### config.mk
export PLATFORM = sky130hd
export DESIGN_NAME = pc_unit_flat
export DESIGN_NICKNAME = d
export VERILOG_FILES = /design/src/rtl/pc_pkg.sv /design/src/rtl/pc_unit_if.sv /design/src/rtl/pc_ras.sv /design/src/rtl/pc_unit.sv /design/src/flat_wrapper.sv
export SDC_FILE = /design/constraint.sdc
export NUM_CORES = 1
export LEC_CHECK = 0
export CAP_MARGIN = 20
export CORE_UTILIZATION = 45
export DETAILED_ROUTE_END_ITERATION = 10
export GPL_TIMING_DRIVEN = 0
export PLACE_DENSITY = 0.67
export SYNTH_ARGS = -nofsm -noshare
export SYNTH_HDL_FRONTEND = slang
export SYNTH_SLANG_ARGS = --single-unit
### constraint.sdc
create_clock -name clk -period 4.2 [get_ports clk]
set_input_delay 1.05 -clock clk [delete_from_list [all_inputs] [get_ports clk]]
set_output_delay 1.05 -clock clk [all_outputs]
set_load 0.005 [all_outputs]
### src/rtl/pc_pkg.sv
// rtl/pc_pkg.sv - shared op encodings for the program-counter unit
package pc_pkg;

    localparam int PC_OP_W = 3;

    typedef enum logic [PC_OP_W-1:0] {
        PC_OP_SEQ  = 3'd0,
        PC_OP_BR   = 3'd1,
        PC_OP_JMP  = 3'd2,
        PC_OP_CALL = 3'd3,
        PC_OP_RET  = 3'd4,
        PC_OP_JR   = 3'd5
    } pc_op_e;

endpackage

### src/rtl/pc_unit_if.sv
// rtl/pc_unit_if.sv - fetch-side command/status bundle of the program-counter unit
interface pc_unit_if #(
    parameter int DWIDTH = 32,
    parameter int IMM_W  = 17
);
    import pc_pkg::*;

    logic               stall;
    logic [PC_OP_W-1:0] op;
    logic [IMM_W-1:0]   imm;
    logic [DWIDTH-1:0]  target;
    logic [DWIDTH-1:0]  pc_out;
    logic [DWIDTH-1:0]  pc_plus1;
    logic               ras_empty;
    logic               ras_full;
    logic               ras_miss;
    logic               pc_oob;

    modport master (
        output stall, op, imm, target,
        input  pc_out, pc_plus1, ras_empty, ras_full, ras_miss, pc_oob
    );

    modport slave (
        input  stall, op, imm, target,
        output pc_out, pc_plus1, ras_empty, ras_full, ras_miss, pc_oob
    );

endinterface

### src/rtl/pc_ras.sv
// rtl/pc_ras.sv - circular return-address stack; a push when full overwrites the oldest entry
module pc_ras #(
    parameter int DWIDTH    = 32,
    parameter int RAS_DEPTH = 4
) (
    input  logic              clk,
    input  logic              rst,
    input  logic              push,
    input  logic              pop,
    input  logic [DWIDTH-1:0] push_data,
    output logic [DWIDTH-1:0] top_data,
    output logic              empty,
    output logic              full
);
    localparam int PW = $clog2(RAS_DEPTH);
    localparam int CW = $clog2(RAS_DEPTH + 1);

    logic [DWIDTH-1:0] mem [RAS_DEPTH];
    logic [PW-1:0]     top;
    logic [PW-1:0]     wr_ptr;
    logic [CW-1:0]     count;

    assign wr_ptr   = top + PW'(1);
    assign top_data = mem[top];
    assign empty    = (count == '0);
    assign full     = (count == CW'(RAS_DEPTH));

    always_ff @(posedge clk or posedge rst) begin
        if (rst) begin
            top   <= '0;
            count <= '0;
        end else if (push) begin
            top <= wr_ptr;
            if (!full)
                count <= count + CW'(1);
        end else if (pop && !empty) begin
            top   <= top - PW'(1);
            count <= count - CW'(1);
        end
    end

    // Entry contents are don't-care after reset, so storage carries no reset.
    always_ff @(posedge clk) begin
        if (push)
            mem[wr_ptr] <= push_data;
    end

endmodule

### src/rtl/pc_unit.sv
// rtl/pc_unit.sv - PC register with next-PC select and return-address stack
// Optional PC_BOUND_CHECK_EN: out-of-range next PC is forced to RESET_VEC and flagged on pc_oob.
module pc_unit
    import pc_pkg::*;
#(
    parameter int               DWIDTH     = 32,
    parameter int               IMM_W      = 17,
    parameter int               RAS_DEPTH  = 4,
    parameter logic [DWIDTH-1:0] RESET_VEC = '0,
    parameter int               IMEM_WORDS = 4096
) (
    input  logic     clk,
    input  logic     rst,
    pc_unit_if.slave bus
);
    logic [DWIDTH-1:0] pc;
    logic [DWIDTH-1:0] pc_inc;
    logic [DWIDTH-1:0] imm_ext;
    logic [DWIDTH-1:0] next_pc;
    logic [DWIDTH-1:0] ras_top;
    logic              push;
    logic              pop;
    logic              miss;
    logic              ras_empty;
    logic              ras_full;
    logic              ras_miss_q;

    assign pc_inc  = pc + DWIDTH'(1);
    assign imm_ext = {{(DWIDTH-IMM_W){bus.imm[IMM_W-1]}}, bus.imm};

    always_comb begin
        next_pc = pc_inc;
        push    = 1'b0;
        pop     = 1'b0;
        miss    = 1'b0;
        case (bus.op)
            PC_OP_BR:  next_pc = pc_inc + imm_ext;
            PC_OP_JMP,
            PC_OP_JR:  next_pc = bus.target;
            PC_OP_CALL: begin
                next_pc = bus.target;
                push    = !bus.stall;
            end
            PC_OP_RET: begin
                if (ras_empty) begin
                    next_pc = bus.target;
                    miss    = 1'b1;
                end else begin
                    next_pc = ras_top;
                    pop     = !bus.stall;
                end
            end
            default:   next_pc = pc_inc;
        endcase
    end

    pc_ras #(
        .DWIDTH    (DWIDTH),
        .RAS_DEPTH (RAS_DEPTH)
    ) u_ras (
        .clk       (clk),
        .rst       (rst),
        .push      (push),
        .pop       (pop),
        .push_data (pc_inc),
        .top_data  (ras_top),
        .empty     (ras_empty),
        .full      (ras_full)
    );

`ifdef PC_BOUND_CHECK_EN
    logic oob;
    logic pc_oob_q;

    assign oob = (next_pc >= DWIDTH'(IMEM_WORDS));

    always_ff @(posedge clk or posedge rst) begin
        if (rst) begin
            pc         <= RESET_VEC;
            ras_miss_q <= 1'b0;
            pc_oob_q   <= 1'b0;
        end else if (bus.stall) begin
            ras_miss_q <= 1'b0;
            pc_oob_q   <= 1'b0;
        end else begin
            pc         <= oob ? RESET_VEC : next_pc;
            ras_miss_q <= miss;
            pc_oob_q   <= oob;
        end
    end

    assign bus.pc_oob = pc_oob_q;
`else
    always_ff @(posedge clk or posedge rst) begin
        if (rst) begin
            pc         <= RESET_VEC;
            ras_miss_q <= 1'b0;
        end else if (bus.stall) begin
            ras_miss_q <= 1'b0;
        end else begin
            pc         <= next_pc;
            ras_miss_q <= miss;
        end
    end

    assign bus.pc_oob = 1'b0;
`endif

    assign bus.pc_out    = pc;
    assign bus.pc_plus1  = pc_inc;
    assign bus.ras_empty = ras_empty;
    assign bus.ras_full  = ras_full;
    assign bus.ras_miss  = ras_miss_q;

endmodule

### src/flat_wrapper.sv
// flat-port wrapper written by rule: the top's interface ports become plain ports
module pc_unit_flat import pc_pkg::*;
#(
    parameter int               DWIDTH     = 32,
    parameter int               IMM_W      = 17,
    parameter int               RAS_DEPTH  = 4,
    parameter logic [DWIDTH-1:0] RESET_VEC = '0,
    parameter int               IMEM_WORDS = 4096
)
  (clk, rst, bus_stall, bus_op, bus_imm, bus_target, bus_pc_out, bus_pc_plus1, bus_ras_empty, bus_ras_full, bus_ras_miss, bus_pc_oob);
  pc_unit_if #(.DWIDTH(DWIDTH), .IMM_W(IMM_W)) bus_i ();
  input  logic clk;
  input  logic rst;
  input wire logic [$bits(bus_i.stall)-1:0] bus_stall;
  input wire logic [$bits(bus_i.op)-1:0] bus_op;
  input wire logic [$bits(bus_i.imm)-1:0] bus_imm;
  input wire logic [$bits(bus_i.target)-1:0] bus_target;
  output wire logic [$bits(bus_i.pc_out)-1:0] bus_pc_out;
  output wire logic [$bits(bus_i.pc_plus1)-1:0] bus_pc_plus1;
  output wire logic [$bits(bus_i.ras_empty)-1:0] bus_ras_empty;
  output wire logic [$bits(bus_i.ras_full)-1:0] bus_ras_full;
  output wire logic [$bits(bus_i.ras_miss)-1:0] bus_ras_miss;
  output wire logic [$bits(bus_i.pc_oob)-1:0] bus_pc_oob;
  assign bus_i.stall = bus_stall;
  assign bus_i.op = bus_op;
  assign bus_i.imm = bus_imm;
  assign bus_i.target = bus_target;
  assign bus_pc_out = bus_i.pc_out;
  assign bus_pc_plus1 = bus_i.pc_plus1;
  assign bus_ras_empty = bus_i.ras_empty;
  assign bus_ras_full = bus_i.ras_full;
  assign bus_ras_miss = bus_i.ras_miss;
  assign bus_pc_oob = bus_i.pc_oob;
  pc_unit #(.DWIDTH(DWIDTH), .IMM_W(IMM_W), .RAS_DEPTH(RAS_DEPTH), .RESET_VEC(RESET_VEC), .IMEM_WORDS(IMEM_WORDS)) u_core (.clk(clk), .rst(rst), .bus(bus_i));
endmodule
# ---- After elaboration in Yosys (flattened, before gate mapping)
# Memory sizes are Yosys's and may differ from the RTL's.
# Cells that the tools add are included.
dict set report classes {
  reduce_logical 7
  n_addsub 6
  eq_ne 7
  mux 15
}
# cell n
set op_table {}
lappend op_table {{$pmux 32 s3} 1}
lappend op_table {{$add 32x1->32 const B} 1}
lappend op_table {{$add 32x32->32} 1}
lappend op_table {{$mux 32} 1}
lappend op_table {{$eq 3x3->1 const B} 3}
lappend op_table {{$mux 3} 3}
lappend op_table {{$mux 1} 8}
lappend op_table {{$eq 3x2->1 const B} 2}
lappend op_table {{$mux 2} 2}
lappend op_table {{$add 3x1->3 const B} 1}
lappend op_table {{$eq 3x1->1 const B} 1}
lappend op_table {{$logic_not 3->1} 1}
lappend op_table {{$reduce_or 3->1} 1}
lappend op_table {{$sub 3x1->3 const B} 1}
lappend op_table {{$add 2x1->2 const B} 1}
lappend op_table {{$logic_not 1->1} 2}
lappend op_table {{$ne 2x2->1 const B} 1}
lappend op_table {{$reduce_and 2->1} 1}
lappend op_table {{$reduce_bool 2->1} 1}
lappend op_table {{$sub 2x1->2 const B} 1}
lappend op_table {{$logic_and 1x1->1} 1}
dict set report totals {
  n_memories 1
  regBits 38
  word_cells 40
  input_bits 55
  ramBits 128
  output_inout_bits 68
}
# memory depth width read_ports rd_clocked_by_memory_dff write_ports line
set mem_list {}
lappend mem_list {u_core.u_ras.mem 4 32 1 0 1 pc_ras.sv:18} ;# logic [DWIDTH-1:0] mem [RAS_DEPTH];

# ---- Longest topological paths before layout
# Gate-level depths: netlist of run 1.
dict set report logic_depth {
  ltp_word 6
  mapped_depth 17
  mapped_depth_nobuf 16
}

# ---- Cells and area by module
# A second synthesis of run 1 with hierarchy kept.
dict set report unflattened {
  cells_unflattened 778
  hier_area_um2 9452.8
}
# module cells_per_inst instances area_each_um2
set modules_own_cells {}
lappend modules_own_cells {pc_ras 208 1 5063.6}
lappend modules_own_cells {pc_unit 570 1 4389.2}

# ---- Least setup slack after synthesis of run 1
# OpenSTA, ideal clock, no wires.
dict set report synth_path {
  path_type {reg-to-reg}
  startpoint {reg u_core.pc[0] (netlist: u_core.bus.pc_out[0])}
  endpoint {reg u_core.pc[29] (netlist: u_core.bus.pc_out[29])}
  path_stages_with_launch 18
  arrival_time_ns 3.763
  slack_ns 0.300
  period_less_slack_ns 3.900
  t_required_ns 4.063
  cell_sequence {dfrtp_1 ha_1 nand4_1 nor4_2 and3_1 nand2_1 nor2_1 xor2_1 ha_1 clkbuf_1 a21o_1 a21o_1 a21oi_1 and3_1 a21oi_2 xor2_1 a221oi_1 a21oi_1}
}
dict set report synth_between {
  elab_chain_len 3
}
# item line
set synth_lines {}
lappend synth_lines {{start: declaration} pc_unit.sv:16} ;# logic [DWIDTH-1:0] pc;
lappend synth_lines {{start signal: assignment} pc_unit.sv:101} ;# pc <= next_pc;
lappend synth_lines {{$add 32x1->32} pc_unit.sv:28} ;# assign pc_inc = pc + DWIDTH'(1);
lappend synth_lines {{via bus_pc_plus1[24]} flat_wrapper.sv:19} ;# output wire logic [$bits(bus_i.pc_plus1)-1:0] bus_pc_plus1;
lappend synth_lines {{$add 32x32->32} pc_unit.sv:37} ;# PC_OP_BR: next_pc = pc_inc + imm_ext;
lappend synth_lines {{$pmux 32 s3} pc_unit.sv:36} ;# case (bus.op)
# The timed path passes the listed nets, and every way through them passes these cells.
# A chain may end at the register's enable or synchronous reset.

# ---- Worst setup path after layout of run 1
dict set report layout_path {
  startpoint {reg u_core.pc[12] (netlist: u_core.bus.pc_out[12])}
  endpoint {out bus_pc_plus1[27]}
}
dict set report layout_between {
  elab_chain_len 1
}
# item line
set layout_lines {}
lappend layout_lines {{$add 32x1->32} pc_unit.sv:28}
lappend layout_lines {{end: declaration} flat_wrapper.sv:19}
# No other way between the ends.

==> impl_results.md, run 1 <==
- Status: finished clean
- Largest net degree at the start of global routing: 22
- Clock sink total: 166
- Worst Setup Path Type: flop to primary output
- GRT Util Overall: 26.9%
- Die X: 146 um
- Syn Nets: 873
- R2R Setup Slk: 210 ps
- Synth Instances: 776
- Average cell area after synthesis: 12.0 um^2
- Xor/xnor share of the synthesized area: 5.53%
- Synth Cell Area: 9350 um^2
- Global-route wire length before repair: 42500 um
- Nets: 1046
- R2R depth: 16
- Sequential area share after synthesis: 51.3%
- Final min period: 4070 ps
- Power Total: 6.46 mW
- Root Buffer Master: clkbuf_16
- Compound-Gate Fraction of Synth Area: 15.8%
- Power per cell area: 528 nW/um^2
- Max FO, Critical Path: 7
- Clock Skew: 9.74 ps
- Synthesized flop and latch total: 166
- CP Depth: 8
- # DRC: 0
- Worst reg2reg path startpoint: u_core.bus.pc_out[0]$_DFFE_PP0N_
- Core Box Area: 20300 um^2
- Final slew viol count: 0
- Final hold violations: 0
- Antenna-violating nets left: 0
- Highest Clock Rate: 0.245 GHz
- CTS tree: yes
- Max-Cap Viols: 0
- Routed wire length: 28300 um
- CP top delay family: simple AND/OR/NAND/NOR gates
- Hold Crit Class: flop to flop
- Total number of vias: 7372
- Port Buffers: 119
- Slowest CP cell: clkdlybuf4s50_1
- DRT Pass-1 Iters: 5
- Post-synthesis mux area share: 8.30%
- Largest family of logic cells by synthesized area: compound AO/OA/AOI/OAI gates
- Quantity of hold-fixing buffers added after cts: 0
- Synth Warn #: 0
- Die area: 21400 um^2
- Latest clock arrival within the worst-skew pair: 440 ps
- Number of synthesized flops with an enable pin: 128
- Syn-to-layout area delta: 30.9%
- Post-synth top area cell: edfxtp_1
- Num rows: 52
- Max stage delay on crit path: 590 ps
- Total congestion overflow: 0
- Crit end category: primary output
- CTS buffer count: 17
- Post-DP HPWL: 19700 um
- Top-area cell type share of the netlist area: 41.1%
- Worst vdd ir: 309 uV
- Worst hold endpoint: u_core.u_ras.count[2]$_DFFE_PP0P_
- Synth Area in Adders: 5.78%
- Post-Place Worst Slack: -764 ps
- Slew HR: 34.4%
- Number of global-route vias before repair: 7105
- Hold_sp: u_core.u_ras.count[2]$_DFFE_PP0P_
- Worst Setup Start Kind: flop
- LEAKAGE: 4.50 nW
- H-Tree Depth: 4
- Share of cells above drive strength 1: 19.9%
- Antenna violations before repair: 0
- CP cell instances: nand3_2 > nor3_4 > nand4_4 > or2_1 > buf_2 > nor2_1 > xnor2_2 > clkdlybuf4s50_1
- Starting density of the core: 46.1%
- Reg clk slew, reported paths: 60 ps
- Max clock buf depth: 2
- Synth Flop Type: edfxtp_1
- Worst path arrival time: 3020 ps
- WL/cell: 23.0 um
- Final worst slack: 126 ps
- Via/cell ratio: 5.98
- Setup TNS: 0 ps
- Diode count: 0
- Final Instance Area: 12200 um^2
- Routability Congestion: 0.930
- Worst Path Required: 3150 ps
- Post-Synth Simple-Gate Area: 10.0%
- Initial DRC count: 649
- Worst path bufs/invs: 2
- Synth unique cells: 77
- Fill cells: 1687
- Height of the die: 146 um
- Slew @ Worst Pin: 982 ps
- Ys async rst share: 22.9%
- Synth area leaders: edfxtp_1, dfrtp_1, mux4_2
- Placed cell areas: 11000 um^2
- FF-to-FF End: u_core.bus.pc_out[27]$_DFFE_PP0N_
- Hold Path Cell Cnt: 1
- IO Pins: 123
- Period Utilization, post-route: 97.0%
- Final setup fails: 0
kinds of logic (layout without fill, tap and decap cells):
logic type / after synthesis / in the layout
DFF: 166 / 166
adders and majority gates: 42 / 42
and+or+nand+nor: 183 / 183
xor gates and xnor gates: 59 / 59
buffers and inverters: 76 / 262
other: 1 / 1
muxes: 37 / 37
AOI/OAI and AO/OA: 212 / 212
final cells by class:
type                            instances  area (um^2)  area share [%]
Sequential cell                       166         4810            39.3
Multi-Input combinational cell        534         4680            38.2
Timing Repair Buffer                  155         1530            12.5
Clock buffer                           18          429            3.51
Tap cell                              270          338            2.76
Buffer                                 41          171            1.40
Clock inverter                         14          150            1.23
Inverter                               34          128            1.04
power breakdown:
part / total, mW / switching (mW) / internal, mW
registers: 2.18 / 0.178 / 2.01
logic: 2.72 / 1.41 / 1.31
clock network: 1.56 / 0.681 / 0.880
state kept, by name, indices dropped and copies added, names as in the netlist:
register,flops
u_core.bus.ras_miss,1
u_core.bus.pc_out,32
u_core.u_ras.top,2
u_core.u_ras.mem,128
u_core.u_ras.count,3
cells in the mapped netlist (6+ instances only):
| library cell | n |
|---|---|
| nand3_1 | 16 |
| a222oi_1 | 6 |
| ha_1 | 40 |
| mux4_2 | 32 |
| dfrtp_1 | 38 |
| nand4_1 | 12 |
| inv_1 | 33 |
| o21ai_0 | 29 |
| xnor2_1 | 41 |
| and3_1 | 6 |
| nor3_1 | 14 |
| a221oi_1 | 18 |
| o21bai_1 | 9 |
| a221o_1 | 11 |
| nor2_1 | 39 |
| nand2b_1 | 7 |
| clkbuf_1 | 33 |
| nand2_1 | 51 |
| nor2b_1 | 8 |
| edfxtp_1 | 128 |
| xor2_1 | 18 |
| a21o_1 | 15 |
| o21a_1 | 6 |
| a21oi_1 | 71 |
worst max-delay path by stage:
stage / startpoint / end / slack [ps]
after floorplan: u_core.bus.pc_out[0]$_DFFE_PP0N_ / u_core.bus.pc_out[29]$_DFFE_PP0N_ / 300
after global placement: u_core.bus.pc_out[0]$_DFFE_PP0N_ / u_core.bus.pc_out[29]$_DFFE_PP0N_ / -750
after detailed placement: u_core.bus.pc_out[0]$_DFFE_PP0N_ / u_core.bus.pc_out[29]$_DFFE_PP0N_ / -760
after CTS: u_core.bus.pc_out[5]$_DFFE_PP0N_ / u_core.bus.pc_out[23]$_DFFE_PP0N_ / -40
after global routing: u_core.bus.pc_out[0]$_DFFE_PP0N_ / u_core.bus.pc_out[27]$_DFFE_PP0N_ / -4
final: u_core.bus.pc_out[12]$_DFFE_PP0N_ / bus_pc_plus1[27] / 130
repair_timing:
| item | 4_1_cts | 5_1_grt |
|---|---|---|
| pin swaps | 4 | 14 |
| resized for setup | 44 | 36 |
| buffers inserted | 6 | 22 |
| endpoints found under the setup margin | 29 | 25 |
layout by cell type (no fill, tap or decap), types with 5 or more instances in the layout:
cell	synthesis	layout
nand4_1	12	12
clkbuf_1	33	33
buf_2	5	5
a21o_1	15	15
xnor2_1	41	24
buf_12	0	5
xor2_1	18	15
inv_1	33	32
nor3_1	14	12
nor2b_1	8	8
o21a_1	6	6
nand3_1	16	12
dfrtp_2	0	12
dfrtp_1	38	26
o21ai_0	29	27
xnor2_4	0	8
ha_1	40	37
edfxtp_1	128	128
xnor2_2	0	9
nand2_1	51	49
o21bai_1	9	9
nand2b_1	7	7
a221o_1	11	11
nor2_4	1	5
buf_4	1	30
a222oi_1	6	6
nor2_1	39	35
mux4_2	32	32
and3_1	6	5
a21oi_1	71	69
a221oi_1	18	17
clkbuf_16	0	17
clkdlybuf4s50_1	0	116
layer usage:
metal | GRT usage, % | part of all wire [%] | wire (um) | vias up
met2 | 43.2 | 48 | 13500 | 284
met5 | 0 | 0 | 0 | -
met4 | 9.79 | 3.0 | 837 | 0
met3 | 5.16 | 6.3 | 1790 | 64
li1 | - | - | - | 3329
met1 | 36.5 | 43 | 12100 | 3695
metrics by stage:
step                std cells  utilization [%]  hold WS (ps)
floorplan                 776                -           464
global placement         1165             53.6           493
detailed placement       1171             54.1           492
CTS                      1209             58.5           501
global route             1232             60.3           518
finish                   1232             60.3           505
worst reg2reg max path, delay by kind of cell (launching register included):
family | cells | cell delay, ps
AO/OA/AOI/OAI | 7 | 1560
AND/OR/NAND/NOR | 4 | 830
adder cells (fa/ha/maj) | 2 | 490
flip-flops | 1 | 400
XOR/XNOR | 2 | 350
buffers and inverters | 1 | 180
Note: power is estimated with default switching activity, not from simulation.
==> run 2: changes to the inputs <==
--- a/config.mk
+++ b/config.mk
@@ -9,7 +9,7 @@
 export CORE_UTILIZATION = 45
 export DETAILED_ROUTE_END_ITERATION = 10
 export GPL_TIMING_DRIVEN = 0
-export PLACE_DENSITY = 0.67
+export PLACE_DENSITY = 0.7
 export SYNTH_ARGS = -nofsm -noshare
 export SYNTH_HDL_FRONTEND = slang
 export SYNTH_SLANG_ARGS = --single-unit
==> constraint.sdc (replaced) <==
create_clock -name clk -period 3.7 [get_ports clk]
set_input_delay 0.925 -clock clk [delete_from_list [all_inputs] [get_ports clk]]
set_output_delay 0.925 -clock clk [all_outputs]
set_load 0.005 [all_outputs]
==> impl_results.md, run 2 (synthesis results as in run 1) <==
- Status: finished, violations left (was finished clean)
- Failing checks: negative setup slack
- Worst hold endpoint: u_core.u_ras.count[2]$_DFFE_PP0P_ (unchanged)
- Final hold violations: 0 (unchanged)
- Largest net degree at the start of global routing: 27 (was 22)
- Psw: 2.73 mW (was 2.27 mW)
- Hold_sp: u_core.u_ras.count[2]$_DFFE_PP0P_ (unchanged)
- H-Tree Depth: 4 (unchanged)
- CP cell instances: ha_4 > nand4_1 > buf_6 > or2_4 > nor2_4 > and3_4 > xnor2_4 > ha_4 > a21o_1 > a2111oi_4 > o21ai_2 > o31ai_4 > buf_4 > o21ai_2 > xnor2_1 > a221oi_2 > a21oi_1 (was nand3_2 > nor3_4 > nand4_4 > or2_1 > buf_2 > nor2_1 > xnor2_2 > clkdlybuf4s50_1)
- Antenna violations before repair: 0 (unchanged)
- Port Buffers: 119 (unchanged)
- Quantity of hold-fixing buffers added after cts: 0 (unchanged)
- Starting density of the core: 46.1% (unchanged)
- Initial DRC count: 800 (was 649)
- Die area: 21400 um^2 (unchanged)
- Worst reg2reg path startpoint: u_core.bus.pc_out[1]$_DFFE_PP0N_ (was u_core.bus.pc_out[0]$_DFFE_PP0N_)
- Final setup fails: 8 (was 0)
- Worst path arrival time: 4120 ps (was 3020 ps)
- Post-DP HPWL: 19600 um (was 19700 um)
- Worst Setup Start Kind: flop (unchanged)
- Worst Setup Path Type: flop to flop (was flop to primary output)
- Clock sink total: 166 (unchanged)
- Number of global-route vias before repair: 7555 (was 7105)
- Max FO, Critical Path: 7 (unchanged)
- Most common cell after layout, fill and taps aside: edfxtp_1 (unchanged)
- Total congestion overflow: 0 (unchanged)
- Nets: 1075 (was 1046)
- Final worst slack: -148 ps (was 126 ps)
- Total number of vias: 7743 (was 7372)
- Final Instance Area: 13000 um^2 (was 12200 um^2)
- Switching part of the total: 35.5% (was 35.1%)
- Core Box Area: 20300 um^2 (unchanged)
- Via/cell ratio: 6.14 (was 5.98)
- Crit end category: flop (was primary output)
- CTS tree: yes (unchanged)
- R2R depth: 17 (was 16)
- # DRC: 0 (unchanged)
- Final slew viol count: 0 (unchanged)
- Slew HR: 28.0% (was 34.4%)
- Latest clock arrival within the worst-skew pair: 430 ps (was 440 ps)
- Num rows: 52 (unchanged)
- Most flops, register: u_core.u_ras.mem (unchanged)
- Slowest CP cell: dfrtp_2 (was clkdlybuf4s50_1)
- Placed cell areas: 11100 um^2 (was 11000 um^2)
- Power per cell area: 594 nW/um^2 (was 528 nW/um^2)
- Final core occ: 63.8% (was 60.3%)
- Worst vdd ir: 395 uV (was 309 uV)
- Diode count: 0 (unchanged)
- Combinational share of power: 44.8% (was 42.1%)
- Routability Congestion: 0.903 (was 0.930)
- Setup TNS: -598 ps (was 0 ps)
- Reg clk slew, reported paths: 60 ps (about the same)
- Routed wire length: 29700 um (was 28300 um)
- Hold Path Cell Cnt: 1 (unchanged)
- Share of cells above drive strength 1: 28.2% (was 19.9%)
- Syn-to-layout area delta: 38.6% (was 30.9%)
- Power Total: 7.69 mW (was 6.46 mW)
- Root Buffer Master: clkbuf_16 (unchanged)
- LEAKAGE: 4.82 nW (was 4.50 nW)
- Max clock buf depth: 2 (unchanged)
- Antenna-violating nets left: 0 (unchanged)
- Max-Cap Viols: 0 (unchanged)
- Final min period: 3850 ps
- Unrepaired setup endpoints after global routing: true
- Highest Clock Rate: 0.260 GHz
- IO Pins: 123 (unchanged)
- Slew @ Worst Pin: 1070 ps (was 982 ps)
- Worst Path Required: 3970 ps (was 3150 ps)
- Clock Skew: 8.29 ps (was 9.74 ps)
- FF-to-FF End: u_core.bus.pc_out[23]$_DFFE_PP0N_ (was u_core.bus.pc_out[27]$_DFFE_PP0N_)
- Height of the die: 146 um (unchanged)
- Hold Crit Class: flop to flop (unchanged)
- Sequential fraction of design power: 32.2% (was 33.8%)
- Period Utilization, post-route: 104%
- WL/cell: 23.6 um (was 23.0 um)
- GRT Util Overall: 27.9% (was 26.9%)
- DRT Pass-1 Iters: 9 (was 5)
- Clock power frac: 23.0% (was 24.2%)
- Commonest non-fill, non-tap cells in the layout: edfxtp_1, clkdlybuf4s50_1, a21oi_1 (unchanged)
- Die X: 146 um (unchanged)
- CTS buffer count: 17 (unchanged)
- Max stage delay on crit path: 420 ps (was 590 ps)
- Max reg flops: 128 (unchanged)
- Internal power: 4.96 mW (was 4.19 mW)
- WHS: 503 ps (was 505 ps)
- R2R Setup Slk: -150 ps (was 210 ps)
- Global-route wire length before repair: 44200 um (was 42500 um)
run 2: layout make-up:
cell class,instances,area (um^2)
Clock inverter,13,131
Fill cell,1530,7340
Sequential cell,166,4820
Tap cell,270,338
Timing Repair Buffer,188,1830
Buffer,37,156
Clock buffer,19,443
Multi-Input combinational cell,534,5110
Inverter,34,128
run 2: worst max path at each step:
stage,startpoint,to,cells past startpoint
final,u_core.bus.pc_out[1]$_DFFE_PP0N_,u_core.bus.pc_out[23]$_DFFE_PP0N_,17
after global routing,u_core.bus.pc_out[1]$_DFFE_PP0N_,u_core.bus.pc_out[23]$_DFFE_PP0N_,17
after CTS,u_core.bus.pc_out[1]$_DFFE_PP0N_,u_core.bus.pc_out[27]$_DFFE_PP0N_,17
after detailed placement,u_core.bus.pc_out[0]$_DFFE_PP0N_,u_core.bus.pc_out[23]$_DFFE_PP0N_,16
after global placement,u_core.bus.pc_out[0]$_DFFE_PP0N_,u_core.bus.pc_out[23]$_DFFE_PP0N_,16
after floorplan,u_core.bus.pc_out[0]$_DFFE_PP0N_,u_core.bus.pc_out[27]$_DFFE_PP0N_,16
run 2: worst max-delay path: cells and delay by family, from the launching register on:
family                     cells  cell delay [ps]
AOI/OAI and AO/OA              7             1420
xor gates and xnor gates       2              310
adders and majority gates      2              430
buffers and inverters          2              340
DFF                            1              420
and+or+nand+nor                4              760
run 2: repair_timing:
action                                  4_1_cts  5_1_grt
setup buffers                                37       25
pin swaps                                    21       30
resized for setup                           114       53
endpoints found under the setup margin       42       30
run 2: metal layers:
metal	track usage, %	vias to the layer above	part of all wire [%]
li1	-	3394	-
met1	36.9	3885	40
met2	45.0	384	48
met3	6.00	80	8.3
met4	10.8	0	3.6
met5	0	-	0
run 2: metrics by stage:
| step | setup WS (ps) | cells |
|---|---|---|
| floorplan | 1.07 | 776 |
| global placement | -953 | 1165 |
| detailed placement | -942 | 1171 |
| CTS | -97.2 | 1238 |
| global route | -319 | 1261 |
| finish | -148 | 1261 |
run 2: power groups by stage:
stage | registers (mW) | logic (mW) | clock network (mW)
floorplan | 2.45 | 1.81 | 0
global placement | 2.50 | 2.73 | 0
detailed placement | 2.50 | 2.79 | 0
CTS | 2.47 | 3.17 | 1.77
global route | 2.50 | 3.69 | 1.84
finish | 2.48 | 3.45 | 1.77
